`src/rtl/arp_resolver.sv`:
```
// Next-hop MAC resolver: cache lookup first, then ARP request/timeout/retry,
// with every received ARP reply snooped into the cache.
module arp_resolver #(
   parameter int TIMEOUT_CYCLES = 125000,
   parameter int MAX_RETRY      = 3,
   parameter int TIMER_W        = 17
) (
   input  logic        i_sys_clk,
   input  logic        i_rstn,
   input  logic        i_resolve_req,
   input  logic [31:0] i_resolve_ip,
   output logic        o_resolve_ready,
   output logic        o_resolve_done,
   output logic        o_resolve_ok,
   output logic [47:0] o_resolve_mac,
   output logic        o_lookup_en,
   output logic [31:0] o_lookup_ip,
   input  logic        i_lookup_done,
   input  logic        i_lookup_result,
   input  logic [47:0] i_lookup_mac,
   output logic        o_arp_req_en,
   output logic [31:0] o_arp_req_ip,
   input  logic        i_arp_req_ready,
   input  logic        i_arp_rx_valid,
   input  logic [31:0] i_arp_rx_ip,
   input  logic [47:0] i_arp_rx_mac,
   output logic        o_cache_w_en,
   output logic [31:0] o_cache_w_ip,
   output logic [47:0] o_cache_w_mac
);

   localparam int RETRY_W = $clog2(MAX_RETRY + 1);
   localparam logic [TIMER_W-1:0] TIMER_LAST = TIMER_W'(TIMEOUT_CYCLES - 1);
   localparam logic [RETRY_W-1:0] RETRY_LAST = RETRY_W'(MAX_RETRY);

   typedef enum logic [2:0] {
      S_IDLE,
      S_LOOKUP,
      S_SEND_REQ,
      S_WAIT_REPLY,
      S_DONE
   } state_t;

   state_t               state_q, state_d;
   logic [31:0]          target_q, target_d;
   logic [TIMER_W-1:0]   timer_q, timer_d;
   logic [RETRY_W-1:0]   retry_q, retry_d;
   logic                 ok_q, ok_d;
   logic [47:0]          mac_q, mac_d;
   logic                 cache_w_en_q, cache_w_en_d;
   logic [31:0]          cache_w_ip_q, cache_w_ip_d;
   logic [47:0]          cache_w_mac_q, cache_w_mac_d;
   logic                 rx_match;

   assign rx_match = i_arp_rx_valid && (i_arp_rx_ip == target_q);

   always_comb begin
      // NOTE: every variable gets a default first so no path can infer a latch.
      state_d  = state_q;
      target_d = target_q;
      timer_d  = timer_q;
      retry_d  = retry_q;
      ok_d     = ok_q;
      mac_d    = mac_q;
      unique case (state_q)
         S_IDLE: begin
            if (i_resolve_req) begin
               target_d = i_resolve_ip;
               retry_d  = '0;
               state_d  = S_LOOKUP;
            end
         end
         S_LOOKUP: begin
            if (i_lookup_done) begin
               if (i_lookup_result) begin
                  mac_d   = i_lookup_mac;
                  ok_d    = 1'b1;
                  state_d = S_DONE;
               end else begin
                  state_d = S_SEND_REQ;
               end
            end
         end
         S_SEND_REQ: begin
            // A matching reply abandons the outstanding request.
            if (rx_match) begin
               mac_d   = i_arp_rx_mac;
               ok_d    = 1'b1;
               state_d = S_DONE;
            end else if (i_arp_req_ready) begin
               timer_d = '0;
               retry_d = retry_q + RETRY_W'(1);
               state_d = S_WAIT_REPLY;
            end
         end
         S_WAIT_REPLY: begin
            timer_d = timer_q + TIMER_W'(1);
            if (rx_match) begin
               mac_d   = i_arp_rx_mac;
               ok_d    = 1'b1;
               state_d = S_DONE;
            end else if (timer_q == TIMER_LAST) begin
               if (retry_q == RETRY_LAST) begin
                  mac_d   = '0;
                  ok_d    = 1'b0;
                  state_d = S_DONE;
               end else begin
                  state_d = S_SEND_REQ;
               end
            end
         end
         S_DONE:  state_d = S_IDLE;
         default: state_d = S_IDLE;
      endcase
   end

   // Every reply is written to the cache, matching or not.
   always_comb begin
      cache_w_en_d  = i_arp_rx_valid;
      cache_w_ip_d  = cache_w_ip_q;
      cache_w_mac_d = cache_w_mac_q;
      if (i_arp_rx_valid) begin
         cache_w_ip_d  = i_arp_rx_ip;
         cache_w_mac_d = i_arp_rx_mac;
      end
   end

   // NOTE: sequential state uses non-blocking assignments only.
   always_ff @(posedge i_sys_clk or negedge i_rstn) begin
      if (!i_rstn) begin
         state_q       <= S_IDLE;
         target_q      <= '0;
         timer_q       <= '0;
         retry_q       <= '0;
         ok_q          <= 1'b0;
         mac_q         <= '0;
         cache_w_en_q  <= 1'b0;
         cache_w_ip_q  <= '0;
         cache_w_mac_q <= '0;
      end else begin
         state_q       <= state_d;
         target_q      <= target_d;
         timer_q       <= timer_d;
         retry_q       <= retry_d;
         ok_q          <= ok_d;
         mac_q         <= mac_d;
         cache_w_en_q  <= cache_w_en_d;
         cache_w_ip_q  <= cache_w_ip_d;
         cache_w_mac_q <= cache_w_mac_d;
      end
   end

   assign o_resolve_ready = (state_q == S_IDLE);
   assign o_resolve_done  = (state_q == S_DONE);
   assign o_resolve_ok    = ok_q;
   assign o_resolve_mac   = mac_q;
   assign o_lookup_en     = (state_q == S_LOOKUP);
   assign o_lookup_ip     = target_q;
   assign o_arp_req_en    = (state_q == S_SEND_REQ);
   assign o_arp_req_ip    = target_q;
   assign o_cache_w_en    = cache_w_en_q;
   assign o_cache_w_ip    = cache_w_ip_q;
   assign o_cache_w_mac   = cache_w_mac_q;

endmodule
```
`config.mk`:
```
export PLATFORM = sky130hd
export DESIGN_NAME = arp_resolver
export DESIGN_NICKNAME = d
export VERILOG_FILES = /design/src/rtl/arp_resolver.sv
export SDC_FILE = /design/constraint.sdc
export NUM_CORES = 1
export LEC_CHECK = 0
export ABC_AREA = 1
export CAP_MARGIN = 20
export CORE_MARGIN = 3
export CORE_UTILIZATION = 30
export DETAILED_ROUTE_END_ITERATION = 7
export PLACE_DENSITY = 0.69
export SYNTH_ARGS = -nofsm -noshare
export SYNTH_HDL_FRONTEND = slang
export SYNTH_SLANG_ARGS = --single-unit
```
`constraint.sdc`:
```
create_clock -name i_sys_clk -period 5.81 [get_ports i_sys_clk]
set_clock_uncertainty 0.2 [all_clocks]
set_input_delay 1.4525 -clock i_sys_clk [delete_from_list [all_inputs] [get_ports i_sys_clk]]
set_output_delay 1.4525 -clock i_sys_clk [all_outputs]
set_load 0.02 [all_outputs]
```
# Word level (Yosys, flattened, before mapping)
# Index checks and enable logic that the tools add are counted.
# word_totals
register_bits,184
latchBits,0
mem_bits_rw,0
romBits,0
output_inout_bits,198
word_cells,67
memories,0
# classes
addsub,2
multipliers,0
div,0
n_lt_le_gt_ge,0
eq_ne,16
n_shift,0
mux,30
n_bitwise,0
reduce_logical,10
# ops
cell,count
two-way mux 48 bit,6
one-hot mux 48 bit (3 select lines),1
two-way mux 17 bit,2
one-hot mux 17 bit (2 select lines),1
== test 32 bit,1
two-way mux 3 bit,8
"adder 17 x 1 -> 17 bit, second input constant",1
"== test 17 bit, second input constant",1
one-hot mux 3 bit (4 select lines),1
"inequality test 2 x 1 -> 1 bit, second input constant",4
AND reduction 4 bit,2
"== test 3 x 2 -> 1 bit, second input constant",2
two-way mux 1 bit,6
two-way mux 2 bit,3
"inequality test 3 bit, second input constant",2
AND reduction 6 bit,1
"inequality test 2 bit, second input constant",2
one-hot mux 2 bit (2 select lines),1
nonzero test 2 bit,2
"== test 3 x 1 -> 1 bit, second input constant",1
"== test 3 bit, second input constant",1
zero test 3 bit,1
"inequality test 3 x 1 -> 1 bit, second input constant",1
one-hot mux 1 bit (3 select lines),1
6 further kinds,6

# Longest topological paths before layout
# logic_depth
word_depth,5
depth_mapped,16
mapped_depth_nobuf,15

# Least setup slack after synthesis
# OpenSTA, ideal clock, no wires.
# synth_timing
kind,input to register
start,in i_arp_rx_ip[12]
end,reg mac_q[0] (netlist: o_resolve_mac[0])
setup_ps,117
t_arrival_ps,2627
required_ps,5493
slack_ps,2866
path_stages,12
path_buffers,1
path_cell_list,xor2_1 > nor2_1 > nand2_1 > nor2_1 > nand3_4 > nand3_1 > nand2_1 > inv_2 > nand2_2 > buf_2 > nand2_1 > nand2_1
# synth_via
elab_chain_cells,4
word_cells_on_any_way,8
cone_classes,4 x eq/ne; 2 x mux; 2 x reduce/logical
# synth_rtl
element,line,source
start: declaration,25,"input logic [31:0] i_arp_rx_ip,"
== test 32 bit (*),55,assign rx_match = i_arp_rx_valid && (i_arp_rx_ip == target_q);
logical AND 1 bit (*),55,
inequality test 3 bit (no source line) (tied with other cells),n/a,
AND reduction 6 bit (no source line) / one-hot mux 48 bit (3 select lines) (equally long branches),n/a,
end signal: assignment,146,mac_q <= mac_d;
end: declaration,49,"logic [47:0] mac_q, mac_d;"
# Mark *: on every way between the ends. The rest lies on a longest branch, timed or not.
# A chain may end at the register's enable or synchronous reset.

# Worst setup path after layout
# layout_timing
start,reg state_q[2]
end,out o_lookup_en
# layout_via
elab_chain_cells,1
# layout_rtl
element,line,source
start: declaration,44,"state_t state_q, state_d;"
start signal: assignment,141,state_q <= state_d;
== test 3 x 1 -> 1 bit,157,assign o_lookup_en = (state_q == S_LOOKUP);
end: declaration,16,"output logic o_lookup_en,"
# No other way between the ends.

==> results.toml <==
[setup_path]
critPathArrivalTime_ns = 2.28
path_class = "flop to output pin"
crit_buf_inv = 1
cp-end-kind = "output pin"
critPathSlowestCell = "clkdlybuf4s50_1"
path_cells = "nor3_1, clkdlybuf4s50_1"
r2r_cells = 9
critPathTopFamily = "buffers and inverters"
start_kind = "flop"
r2r_slack_ns = 2.91
r2r-end = "o_resolve_mac[25]"
crit_required_ns = 4.16
timing.rr.start = "state_q[2]"
cp_max_fo = 6
critical-path-max-stage-delay_ns = 0.74

[route]
drc = 0
drtAntennaViolNets = 0
vias = 9128
drt_wl_total_um = 33000
dr.pass1.iters = 4
drt_iter0_drc = 495
avgViaCountPerCell = 4.76
wire_per_inst_um = 17.2

[power_and_ir_drop]
p_switching_mw = 2.77
p_seq_frac = 0.305
clkPwrFrac = 0.203
power.internal_mw = 3.66
powerDensity_mw_per_mm2 = 459
combPwrFrac = 0.492
switching_share = 0.431
cellLeakagePower_nw = 6.40
max-vdd-ir-drop_mv = 0.276
p_total_mw = 6.43

[placed_design]
dpl.cell_count = 1881
port_buffers = 364
place_area_mm2 = 0.0133
gp_congestion = 0.856
hpwl_um = 23800
place_worst_setup_slack_ns = 1.38

[timing]
whs_ns = 0.270
fin_crit_ns = 3.93
slew_violations = 0
fmax_mhz = 255
setup_viol = 0
finalCritPeriodShare = 0.676
slew_headroom = 0.367
max_slew.worst_pin.slew_ns = 0.950
rsz0062_at_grt = "no"
layout_setup_ws_ns = 1.88
hold_violations = 0
setup-tns-final_ns = 0

[final_layout]
drive_gt1_frac = 0.0935
area_growth_pct = 45.7
final_util = 0.450
nets = 1674
design_area_mm2 = 0.0140
stdcell_count = 1916

[min_path]
hold_path_depth = 2
worstHoldStart = "o_resolve_mac[16]"
min_to = "o_resolve_mac[16]"
hp-class = "flop to flop"

[die]
core_area_mm2 = 0.0311
dieArea_mm2 = 0.0342
die_y_um = 185
initial_core_util = 0.309
pin_count = 365
die_x_um = 185
row_count = 64

[synthesis]
netlist_area_mm2 = 0.00960
ys_seq_elements = 184
seq_area_frac_synth = 0.480
synth_compound_area_frac = 0.0381
synthAdderAreaFrac = 0.00261
syn_inst = 1205
ys_warn_count = 0
syn_nets = 1374
synthMuxAreaShare = 0.0692
synth.distinct_cells = 30
synth_xor_area_frac = 0.0128
synth_area_per_cell_um2 = 7.97
synthSimpleGateAreaFrac = 0.306
synth_top_family_by_area = "simple AND/OR/NAND/NOR gates"

[status]
run_status = "finished clean"

[clock_network]
cts_htree_levels = 4
hold_buffers = 0
cts_resized = 0
numCtsBuffers = 17
cts_setup_buffers = 0
clock-root-buffer = "clkbuf_16"
path_clk_slew_ns = 0.07
cts.sinks = 184
clk_path_buf_depth = 2
cts_tree = "done"
insertion_delay_ns = 0.45

[grt]
grt_overflow = 0
antenna_found_initial = 1
grt_pass1_vias = 9066
grt_max_degree = 101
grt_pass1_wl_um = 51300
grt_usage = 0.190

[flow_run]
drv_cap = 0
-- placed cells by master, fill, tap and decap left out, types with 4 or more instances in the layout --
cell,instances
o21ai_0,13
mux2_2,59
inv_2,27
nand3_1,114
inv_1,66
xor2_1,11
clkdlybuf4s50_1,362
nand2_1,384
buf_4,8
clkinv_4,4
clkbuf_16,17
nand4_1,50
nor2_1,116
a21oi_1,54
bufinv_16,4
dfrtp_1,184
nor3_1,7
-- cell usage after synthesis --
cell / n / area [um^2]
nand2_1: 385 / 1450
nor2_2: 2 / 12.5
ha_1: 2 / 25.0
o31ai_1: 3 / 22.5
nand4_1: 50 / 313
xor2_1: 11 / 96.3
buf_6: 2 / 22.5
xnor2_1: 3 / 26.3
nor4_1: 3 / 18.8
dfrtp_1: 184 / 4600
nand3_4: 1 / 17.5
mux2_2: 59 / 664
a21oi_1: 54 / 270
nor3_1: 7 / 35.0
buf_1: 8 / 30.0
nand3b_1: 1 / 7.51
a21boi_1: 1 / 7.51
inv_1: 66 / 248
nor3_4: 2 / 32.5
buf_4: 35 / 263
or2_2: 3 / 18.8
nand3_1: 114 / 571
nand2_2: 2 / 12.5
and3b_1: 1 / 8.76
inv_2: 27 / 101
o21ai_0: 13 / 65.1
nor2_1: 117 / 439
buf_2: 26 / 130
clkbuf_1: 22 / 82.6
nor2_4: 1 / 11.3
-- flip-flops by register name, summed over array words and instances, names as in the netlist --
register       cells
o_arp_req_ip      32
o_cache_w_en       1
o_cache_w_ip      32
o_cache_w_mac     48
o_resolve_mac     48
o_resolve_ok       1
retry_q            2
state_q            3
timer_q           17
-- cell families (layout without fill, tap and decap cells) --
logic type / Yosys count / after routing
simple gates: 689 / 689
fa+ha+maj: 2 / 2
flops: 184 / 184
other cells: 0 / 2
compound gates: 71 / 71
buf+inv: 186 / 499
xor+xnor: 14 / 14
mux: 59 / 59
-- power groups by stage --
stage / Sequential (mW) / Combinational (mW) / Clock (mW)
6_report: 1.96 / 3.16 / 1.30
5_1_grt: 2.02 / 3.44 / 1.38
4_1_cts: 1.96 / 3.18 / 1.34
3_5_place_dp: 1.98 / 3.18 / 0
3_3_place_gp: 1.97 / 3.14 / 0
2_1_floorplan: 2.27 / 1.57 / 0
-- layer usage --
layer	share of wire	wire length, um	track usage
met1	0.44	14500	0.249
met2	0.49	16000	0.312
met3	0.046	1520	0.0403
met4	0.028	918	0.0654
met5	0	0	0
-- final cells by class --
type | count | area [um^2]
Antenna cell | 2 | 5.00
Clock buffer | 20 | 457
Clock inverter | 12 | 189
Fill cell | 3002 | 17100
Inverter | 93 | 349
Multi-Input combinational cell | 835 | 4130
Sequential cell | 184 | 4600
Tap cell | 396 | 495
Timing Repair Buffer | 374 | 3760
-- how the worst max path moves through the flow --
stage	startpoint	depth (start not counted)	end	slack (ns)
after global routing	state_q[2]	2	o_lookup_en	1.78
after CTS	i_arp_rx_ip[1]	16	o_resolve_mac[25]	1.83
after floorplan	i_arp_rx_ip[12]	12	o_resolve_mac[0]	2.87
final	state_q[2]	2	o_lookup_en	1.88
after global placement	i_arp_rx_ip[15]	13	o_resolve_mac[43]	1.38
after detailed placement	i_arp_rx_ip[1]	16	o_resolve_mac[25]	1.38
-- worst register-to-register path, cell delays in order, from the launching register on --
cell and delay (ns):
dfrtp_1 0.48, nor3_4 0.34, buf_4 0.57, nand3_1 0.21
nand2_1 0.12, inv_2 0.04, nand2_2 0.06, buf_4 0.47
nand3_1 0.23, nand2_1 0.11
No activity file was read; power rests on OpenSTA's default activity.
